--- src/rtl/wdt_heartbeat_sequencer.sv ---
// wdt_heartbeat_sequencer
//
// Bus-master front end for the TinyQV watchdog. On an arm pulse it programs
// the countdown reload, starts the watchdog and reads back its status. It
// then collects heartbeat pulses from N_TASKS sources and writes TAP_MAGIC to
// the tap register once every task in the active mask has checked in since
// the previous tap. A watchdog interrupt while running is latched as a fault
// together with the tasks that failed to check in.
//
// Ports
//   clk, rst            clock, asynchronous active-high reset
//   arm                 pulse: latch cfg_* and (re)start the watchdog
//   cfg_countdown       watchdog reload value (sampled on arm)
//   cfg_task_mask       tasks required per tap round (sampled on arm)
//   checkin             per-task single-cycle heartbeat pulses
//   wdt_address         watchdog register address
//   wdt_data_in         watchdog write data
//   wdt_data_write_n    2'b11 idle, 2'b10 32-bit write
//   wdt_data_read_n     2'b11 idle, 2'b10 32-bit read
//   wdt_data_out        watchdog read data
//   wdt_data_ready      watchdog read data valid (same cycle as the read)
//   wdt_irq             watchdog timeout interrupt
//   armed               high while running and waiting for check-ins
//   tap_pulse           high for the cycle a tap write is on the bus
//   fault               high while in the fault state
//   fault_code          01 timeout, 10 verify fail, 11 bad config
//   missed_tasks        mask bits not seen when the timeout fired
//
// Optional feature (macro WDT_SEQ_WINDOW_EN): taps are spaced at least
// MIN_GAP cycles apart; a completed round waits in RUN until the gap expires.
// With the macro undefined a tap is issued the cycle after round completion.

module wdt_heartbeat_sequencer #(
  parameter int          N_TASKS   = 4,
  parameter logic [31:0] TAP_MAGIC = 32'h0000ABCD,
  parameter int          MIN_GAP   = 16
) (
  input  logic               clk,
  input  logic               rst,
  input  logic               arm,
  input  logic [31:0]        cfg_countdown,
  input  logic [N_TASKS-1:0] cfg_task_mask,
  input  logic [N_TASKS-1:0] checkin,
  output logic [5:0]         wdt_address,
  output logic [31:0]        wdt_data_in,
  output logic [1:0]         wdt_data_write_n,
  output logic [1:0]         wdt_data_read_n,
  input  logic [31:0]        wdt_data_out,
  input  logic               wdt_data_ready,
  input  logic               wdt_irq,
  output logic               armed,
  output logic               tap_pulse,
  output logic               fault,
  output logic [1:0]         fault_code,
  output logic [N_TASKS-1:0] missed_tasks
);

  localparam logic [5:0] ADDR_START     = 6'd1;
  localparam logic [5:0] ADDR_COUNTDOWN = 6'd2;
  localparam logic [5:0] ADDR_TAP       = 6'd3;
  localparam logic [5:0] ADDR_STATUS    = 6'd4;

  localparam logic [1:0] BUS_IDLE   = 2'b11;
  localparam logic [1:0] BUS_ACCESS = 2'b10;

  localparam logic [1:0] CODE_TIMEOUT = 2'b01;
  localparam logic [1:0] CODE_VERIFY  = 2'b10;
  localparam logic [1:0] CODE_CONFIG  = 2'b11;

  typedef enum logic [2:0] {
    S_IDLE,
    S_CFG,
    S_START,
    S_VERIFY,
    S_RUN,
    S_TAP,
    S_FAULT
  } state_t;

  state_t             state_q;
  logic [N_TASKS-1:0] mask_q;
  logic [N_TASKS-1:0] seen_q;
  logic [5:0]         addr_q;
  logic [31:0]        wdata_q;
  logic [1:0]         write_n_q;
  logic [1:0]         read_n_q;
  logic               armed_q;
  logic               tap_q;
  logic               fault_q;
  logic [1:0]         code_q;
  logic [N_TASKS-1:0] missed_q;

  // seen_q only ever holds mask bits, so the round is complete exactly when
  // the accumulated set equals the mask.
  logic [N_TASKS-1:0] seen_d;
  logic               round_done_d;
  logic               verify_ok_d;
  logic               cfg_bad_d;
  logic               gap_open_d;
  logic               enter_tap_d;
  logic               enter_run_d;

  assign seen_d       = seen_q | (checkin & mask_q);
  assign round_done_d = (seen_d == mask_q);
  assign verify_ok_d  = (wdt_data_out[1:0] == 2'b11) && !wdt_data_out[2];
  assign cfg_bad_d    = (cfg_countdown == 32'd0) || (cfg_task_mask == '0);

  assign enter_tap_d = !arm && (state_q == S_RUN) && !wdt_irq
                       && round_done_d && gap_open_d;
  assign enter_run_d = !arm && (state_q == S_VERIFY) && wdt_data_ready
                       && verify_ok_d;

  // Only the enable and error bits of the status word matter.
  logic unused_rdata;
  assign unused_rdata = ^wdt_data_out[31:3];

`ifdef WDT_SEQ_WINDOW_EN
  // The counter is loaded on the edge that enters TAP (or RUN), so loading
  // MIN_GAP-1 puts the next tap write exactly MIN_GAP cycles after this one.
  localparam int              GAP_W    = (MIN_GAP > 1) ? $clog2(MIN_GAP) : 1;
  localparam logic [GAP_W-1:0] GAP_LOAD = GAP_W'(MIN_GAP - 1);

  logic [GAP_W-1:0] gap_q;

  assign gap_open_d = (gap_q == '0);

  always_ff @(posedge clk or posedge rst) begin
    if (rst) begin
      gap_q <= '0;
    end else if (enter_tap_d || enter_run_d) begin
      gap_q <= GAP_LOAD;
    end else if (gap_q != '0) begin
      gap_q <= gap_q - 1'b1;
    end
  end
`else
  logic unused_gap;
  assign unused_gap = (MIN_GAP > 0);
  assign gap_open_d = 1'b1;
`endif

  always_ff @(posedge clk or posedge rst) begin
    if (rst) begin
      state_q   <= S_IDLE;
      mask_q    <= '0;
      seen_q    <= '0;
      addr_q    <= '0;
      wdata_q   <= '0;
      write_n_q <= BUS_IDLE;
      read_n_q  <= BUS_IDLE;
      armed_q   <= 1'b0;
      tap_q     <= 1'b0;
      fault_q   <= 1'b0;
      code_q    <= 2'b00;
      missed_q  <= '0;
    end else begin
      // Bus is idle unless the state entered on this edge owns a transaction.
      addr_q    <= '0;
      wdata_q   <= '0;
      write_n_q <= BUS_IDLE;
      read_n_q  <= BUS_IDLE;
      tap_q     <= 1'b0;

      if (arm) begin
        mask_q  <= cfg_task_mask;
        armed_q <= 1'b0;
        if (cfg_bad_d) begin
          state_q <= S_FAULT;
          fault_q <= 1'b1;
          code_q  <= CODE_CONFIG;
        end else begin
          // The countdown is captured straight into the CFG write data.
          state_q   <= S_CFG;
          seen_q    <= '0;
          fault_q   <= 1'b0;
          code_q    <= 2'b00;
          missed_q  <= '0;
          addr_q    <= ADDR_COUNTDOWN;
          wdata_q   <= cfg_countdown;
          write_n_q <= BUS_ACCESS;
        end
      end else begin
        case (state_q)
          S_CFG: begin
            state_q   <= S_START;
            addr_q    <= ADDR_START;
            write_n_q <= BUS_ACCESS;
          end

          S_START: begin
            state_q  <= S_VERIFY;
            addr_q   <= ADDR_STATUS;
            read_n_q <= BUS_ACCESS;
          end

          S_VERIFY: begin
            if (wdt_data_ready) begin
              if (enter_run_d) begin
                state_q <= S_RUN;
                armed_q <= 1'b1;
              end else begin
                state_q <= S_FAULT;
                fault_q <= 1'b1;
                code_q  <= CODE_VERIFY;
              end
            end else begin
              addr_q   <= ADDR_STATUS;
              read_n_q <= BUS_ACCESS;
            end
          end

          S_RUN, S_TAP: begin
            if (wdt_irq) begin
              state_q  <= S_FAULT;
              armed_q  <= 1'b0;
              fault_q  <= 1'b1;
              code_q   <= CODE_TIMEOUT;
              missed_q <= mask_q & ~seen_q;
            end else if (state_q == S_TAP) begin
              // A check-in during the tap cycle opens the next round.
              state_q <= S_RUN;
              armed_q <= 1'b1;
              seen_q  <= checkin & mask_q;
            end else begin
              seen_q <= seen_d;
              if (enter_tap_d) begin
                state_q   <= S_TAP;
                armed_q   <= 1'b0;
                addr_q    <= ADDR_TAP;
                wdata_q   <= TAP_MAGIC;
                write_n_q <= BUS_ACCESS;
                tap_q     <= 1'b1;
              end
            end
          end

          S_IDLE, S_FAULT: begin
            state_q <= state_q;
          end

          default: begin
            state_q <= S_IDLE;
          end
        endcase
      end
    end
  end

  assign wdt_address      = addr_q;
  assign wdt_data_in      = wdata_q;
  assign wdt_data_write_n = write_n_q;
  assign wdt_data_read_n  = read_n_q;
  assign armed            = armed_q;
  assign tap_pulse        = tap_q;
  assign fault            = fault_q;
  assign fault_code       = code_q;
  assign missed_tasks     = missed_q;

endmodule

--- config.mk ---
export PLATFORM = sky130hd
export DESIGN_NAME = wdt_heartbeat_sequencer
export DESIGN_NICKNAME = d
export VERILOG_FILES = /design/src/rtl/wdt_heartbeat_sequencer.sv
export SDC_FILE = /design/constraint.sdc
export NUM_CORES = 1
export LEC_CHECK = 0
export CAP_MARGIN = 5
export CORE_MARGIN = 10
export CORE_UTILIZATION = 39
export DETAILED_ROUTE_END_ITERATION = 12
export PLACE_DENSITY = 0.84
export SYNTH_ARGS = -nofsm -noshare
export SYNTH_HDL_FRONTEND = slang
export SYNTH_SLANG_ARGS = --single-unit
export TNS_END_PERCENT = 100
--- constraint.sdc ---
create_clock -name clk -period 2.1 [get_ports clk]
set_input_delay 0.525 -clock clk [delete_from_list [all_inputs] [get_ports clk]]
set_output_delay 0.525 -clock clk [all_outputs]
set_load 0.005 [all_outputs]
## After elaboration in Yosys (flattened, before gate mapping)

Cells that the tools add are included.

- Word-level logic and storage cells: 118
- Bits of input ports: 77
- Register bits after elaboration: 62

- Eq/ne operators: 16
- Bitwise operators: 4
- Mux-type cells: 62
- Reductions and logical operators: 24

Operators with widths:

| operator | count |
|---|---|
| $mux W16 | 4 |
| $mux W32 | 2 |
| $logic_not A32 Y1 | 1 |
| $mux W4 | 8 |
| $mux W1 | 22 |
| $mux W2 | 11 |
| $mux W3 | 7 |
| $pmux W3 S5 | 1 |
| $ne A3 B3 Y1 const B | 4 |
| $pmux W3 S4 | 1 |
| $eq A3 B3 Y1 const B | 3 |
| $reduce_and A3 Y1 | 3 |
| $and A4 B4 Y4 | 2 |
| $pmux W1 S2 | 4 |
| $reduce_and A4 Y1 | 2 |
| $logic_and A1 B1 Y1 | 7 |
| $eq A3 B2 Y1 const B | 2 |
| $mux W6 | 1 |
| $ne A2 B2 Y1 const B | 3 |
| $ne A5 B5 Y1 const B | 1 |
| $eq A4 B4 Y1 | 1 |
| $logic_not A4 Y1 | 1 |
| $not A4 Y4 | 1 |
| $or A4 B4 Y4 | 1 |
| other kinds (9) | 13 |

## Depth between registers and ports, before layout

- Word-level depth: 9
- Depth in mapped cells: 7
- Mapped depth without buffers: 5

## Least setup slack after synthesis

Ideal clock, no wire load.

- Kind: input-to-reg
- Start: input cfg_task_mask[1]
- End: register wdata_q[11], in the netlist wdt_data_in[11]
- Setup time: 0.118 ns
- Setup slack: 0.371 ns
- Required time: 1.982 ns
- Arrival: 1.610 ns
- Cell stages on the path: 4
- Path through: or4_1 -> o211a_2 -> clkbuf_1 -> a21o_1

- Cells in the longest elaborated chain, start to end: 4

Ends and longest elaborated chain:

| element | line | source |
|---|---|---|
| start, declared | 42 | `input logic [N_TASKS-1:0] cfg_task_mask,` |
| $logic_not A4 Y1 | 106 | `assign cfg_bad_d = (cfg_countdown == 32'd0) \|\| (cfg_task_mask == '0);` |
| $logic_or A1 B1 Y1 | 106 |  |
| $mux W32 | 167 | `if (cfg_bad_d) begin` |
| $mux W32 | 164 | `if (arm) begin` |
| end signal, assigned | 179 | `wdata_q <= cfg_countdown;` |
| end, declared | 84 | `logic [31:0] wdata_q;` |

Every way passes these cells.
A chain may end at the register's enable or synchronous reset.

## Final worst setup path

- Start: input cfg_countdown[12]
- End: register addr_q[1], in the netlist wdt_address[1]

- Cells in the longest elaborated chain, start to end: 4

Ends and longest elaborated chain:

| element | line | source |
|---|---|---|
| start, declared | 41 | `input logic [31:0] cfg_countdown,` |
| $logic_not A32 Y1 | 106 |  |
| $logic_or A1 B1 Y1 | 106 |  |
| $mux W2 | 167 |  |
| $mux W6 | 164 |  |
| end signal, assigned | 158 | `addr_q <= '0;` |
| end signal, assigned | 178 | `addr_q <= ADDR_COUNTDOWN;` |
| end signal, assigned | 186 | `addr_q <= ADDR_START;` |
| end, declared | 83 | `logic [5:0] addr_q;` |

Every way passes these cells.

==> out/metrics.yaml <==
status:
  status: "complete, no violations"
timing:
  period_share: 0.963
  rsz0062_at_grt: "no"
  finalHoldViolCount: 0
  slew_viol_final: 0
  clock.fmax_mhz: 495
  post-route-min-period_ps: 2020
  finalSetupTns_ps: 0
  skew_ps: 7.61
  setup_viol: 0
  setup_ws_ps: 78.0
grt:
  grtUsageTotal: 0.139
  grt_max_degree: 31
  grt_overflow: 0
  grt_pass1_vias: 2121
  antenna_found_initial: 0
  grt_pass1_wl_um: 11000
critical_path:
  critPathLaunchType: "input pin"
  criticalPathCategory: "in2reg"
  rr_startpoint: "state_q[1]$_DFFE_PP0P_"
  worstPathArrival_ps: 2230
  path_cells: "clkdlybuf4s50_1 > nor4_2 > nand4_1 > o211a_4 > buf_4 > or2_1"
  r2r_end: "missed_tasks[2]$_DFFE_PP0P_"
  cpPeakStageDelay_ps: 430
  path_max_fanout: 5
  path_delay_family: "simple AND/OR/NAND/NOR gates"
  endpoint_kind: "flip-flop"
  worstPathRequired_ps: 2310
  path_buf_inv: 2
  r2r_setup_slack_ps: 360
  cpMaxStageDelayCell: "clkdlybuf4s50_1"
  ff2ff_path_depth: 4
place:
  gp_congestion: 0.873
  io_buffers: 93
  pre_cts_slack_ps: -391
  hpwl_um: 5180
logic_synthesis:
  synth-seq-area-share: 0.593
  yosys_most_used_dff: "dfrtp_1"
  avgSynthCellArea_um2: 11.5
  synth_top_area_frac: 0.571
  synth_most_common_cell: "dfrtp_1"
  synth_top_cell_by_area: "dfrtp_1"
  synth_edf_count: 0
  synth_common_cells: "55 x dfrtp_1, 23 x and2_1, 10 x a21o_1, 10 x nand2_1, 9 x nor2_1"
  synth_area_leaders: "dfrtp_1 57%, and2_1 6.0%, a21o_1 3.1%"
  synth_warnings: 0
  synth_seq_cells: 57
  synth.distinct_cells: 46
  syn_area_mm2: 0.00241
  synthCells: 210
  async_reset_ff_frac: 1.00
route:
  totalWireLength_um: 6740
  ant_nets: 0
  drc: 0
  drt-initial-drc-count: 74
  firstDrtPassIters: 5
  drt-wirelength-per-cell_um: 16.8
  vias: 1956
  vias_per_cell: 4.88
clock_network:
  cts_hold_buf: 0
  cts_max_level: 3
  cts_sinks: 57
  cts_tree: "yes"
  worstSkewPairLatency_ps: 330
  cts-root-buf: "clkbuf_8"
  cts_buffers: 9
  clk_path_buf_depth: 2
  path_clk_slew_ps: 60
floorplan:
  die_x_um: 98.6
  rows: 28
  die-area_mm2: 0.00973
  die_height_um: 98.6
  io_pins: 128
  start_util: 0.405
  fp.coreArea_mm2: 0.00596
power:
  irDropWorstVdd_mv: 0.478
  power_mw: 2.84
  power_per_cell_area_mw_per_mm2: 743
  leakagePower_nw: 1.73
min_path:
  holdPathStages: 1
  hold_end: "armed$_DFFE_PP0P_"
  hold_start: "armed$_DFFE_PP0P_"
  hp-class: "reg2reg"
finish:
  drive_gt1_frac: 0.160
  antenna_cells: 0
  nets: 399
  area.growth.synth_to_final_pct: 58.5
run:
  maxCapViolCount: 0
logic make-up after synthesis:
group	synth area share
flip-flops	0.593
other	0.00311
buffers and inverters	0.0462
AND/OR/NAND/NOR	0.219
AO/OA/AOI/OAI	0.134
multiplexers	0.00467
cell usage in the layout (no fill, tap or decap), types with 7 or more instances in the layout:
master	instances
clkbuf_8	12
dfrtp_1	55
buf_4	17
nand2_1	10
a21o_1	10
nor4_2	7
nor3b_1	8
clkdlybuf4s50_1	92
and2_1	23
nor2_1	9
worst max-delay path by stage:
stage | depth (start not counted) | start | end
after floorplan | 1 | rst | armed$_DFFE_PP0P_
after global placement | 6 | cfg_countdown[7] | wdt_data_in[2]$_DFF_PP0_
after detailed placement | 6 | cfg_countdown[7] | wdt_data_in[0]$_DFF_PP0_
after CTS | 6 | cfg_countdown[12] | wdt_data_in[0]$_DFF_PP0_
after global routing | 6 | cfg_countdown[22] | wdt_address[1]$_DFF_PP0_
final | 6 | cfg_countdown[12] | wdt_address[1]$_DFF_PP0_
cell type report:
class | instances | area (um2)
Multi-Input combinational cell | 135 | 936
Timing Repair Buffer | 113 | 1110
Fill cell | 480 | 2130
Clock inverter | 2 | 60.1
Tap cell | 75 | 93.8
Sequential cell | 57 | 1430
Clock buffer | 13 | 169
Inverter | 6 | 22.5
metal layers:
layer  up-vias  track usage  part of all wire
met2        61        0.233              0.50
met4         0       0.0529             0.016
li1        948            -                 -
met5         -            0                 0
met1       936        0.156              0.41
met3        11       0.0559             0.073
sequential cells by signal, summed over array words and instances (netlist names), 2 cells and up:
| signal | cells |
|---|---|
| mask_q | 4 |
| state_q | 3 |
| wdt_address | 3 |
| wdt_data_in | 32 |
| missed_tasks | 4 |
| fault_code | 2 |
| seen_q | 4 |
worst reg2reg max path, stage by stage, from the launching register on:
cell and delay, ps:
dfrtp_1 420, and2b_1 440, nand2_1 130, or2_0 350
o32ai_1 300
report_power, final:
group	switching [mW]	internal, mW
registers	0.0410	1.17
clock network	0.418	0.760
logic	0.184	0.267
total	0.643	2.20
stage by stage:
| stage | utilization | area [um2] | hold WS (ps) | std cells |
|---|---|---|---|---|
| 6_report | 0.642 | 3820 | 507 | 401 |
| 5_1_grt | 0.642 | 3820 | 526 | 401 |
| 4_1_cts | 0.634 | 3770 | 511 | 400 |
| 3_5_place_dp | 0.592 | 3530 | 500 | 385 |
| 3_3_place_gp | 0.592 | 3530 | 485 | 385 |
| 2_1_floorplan | - | 2420 | 483 | 213 |
timing repair:
| action | 4_1_cts | 5_1_grt |
|---|---|---|
| pin swaps | 1 | 2 |
| setup buffers | 0 | 1 |
| resized for setup | 3 | 7 |
| setup endpoints to repair | 28 | 40 |
Power figures use the tool's default switching activity.
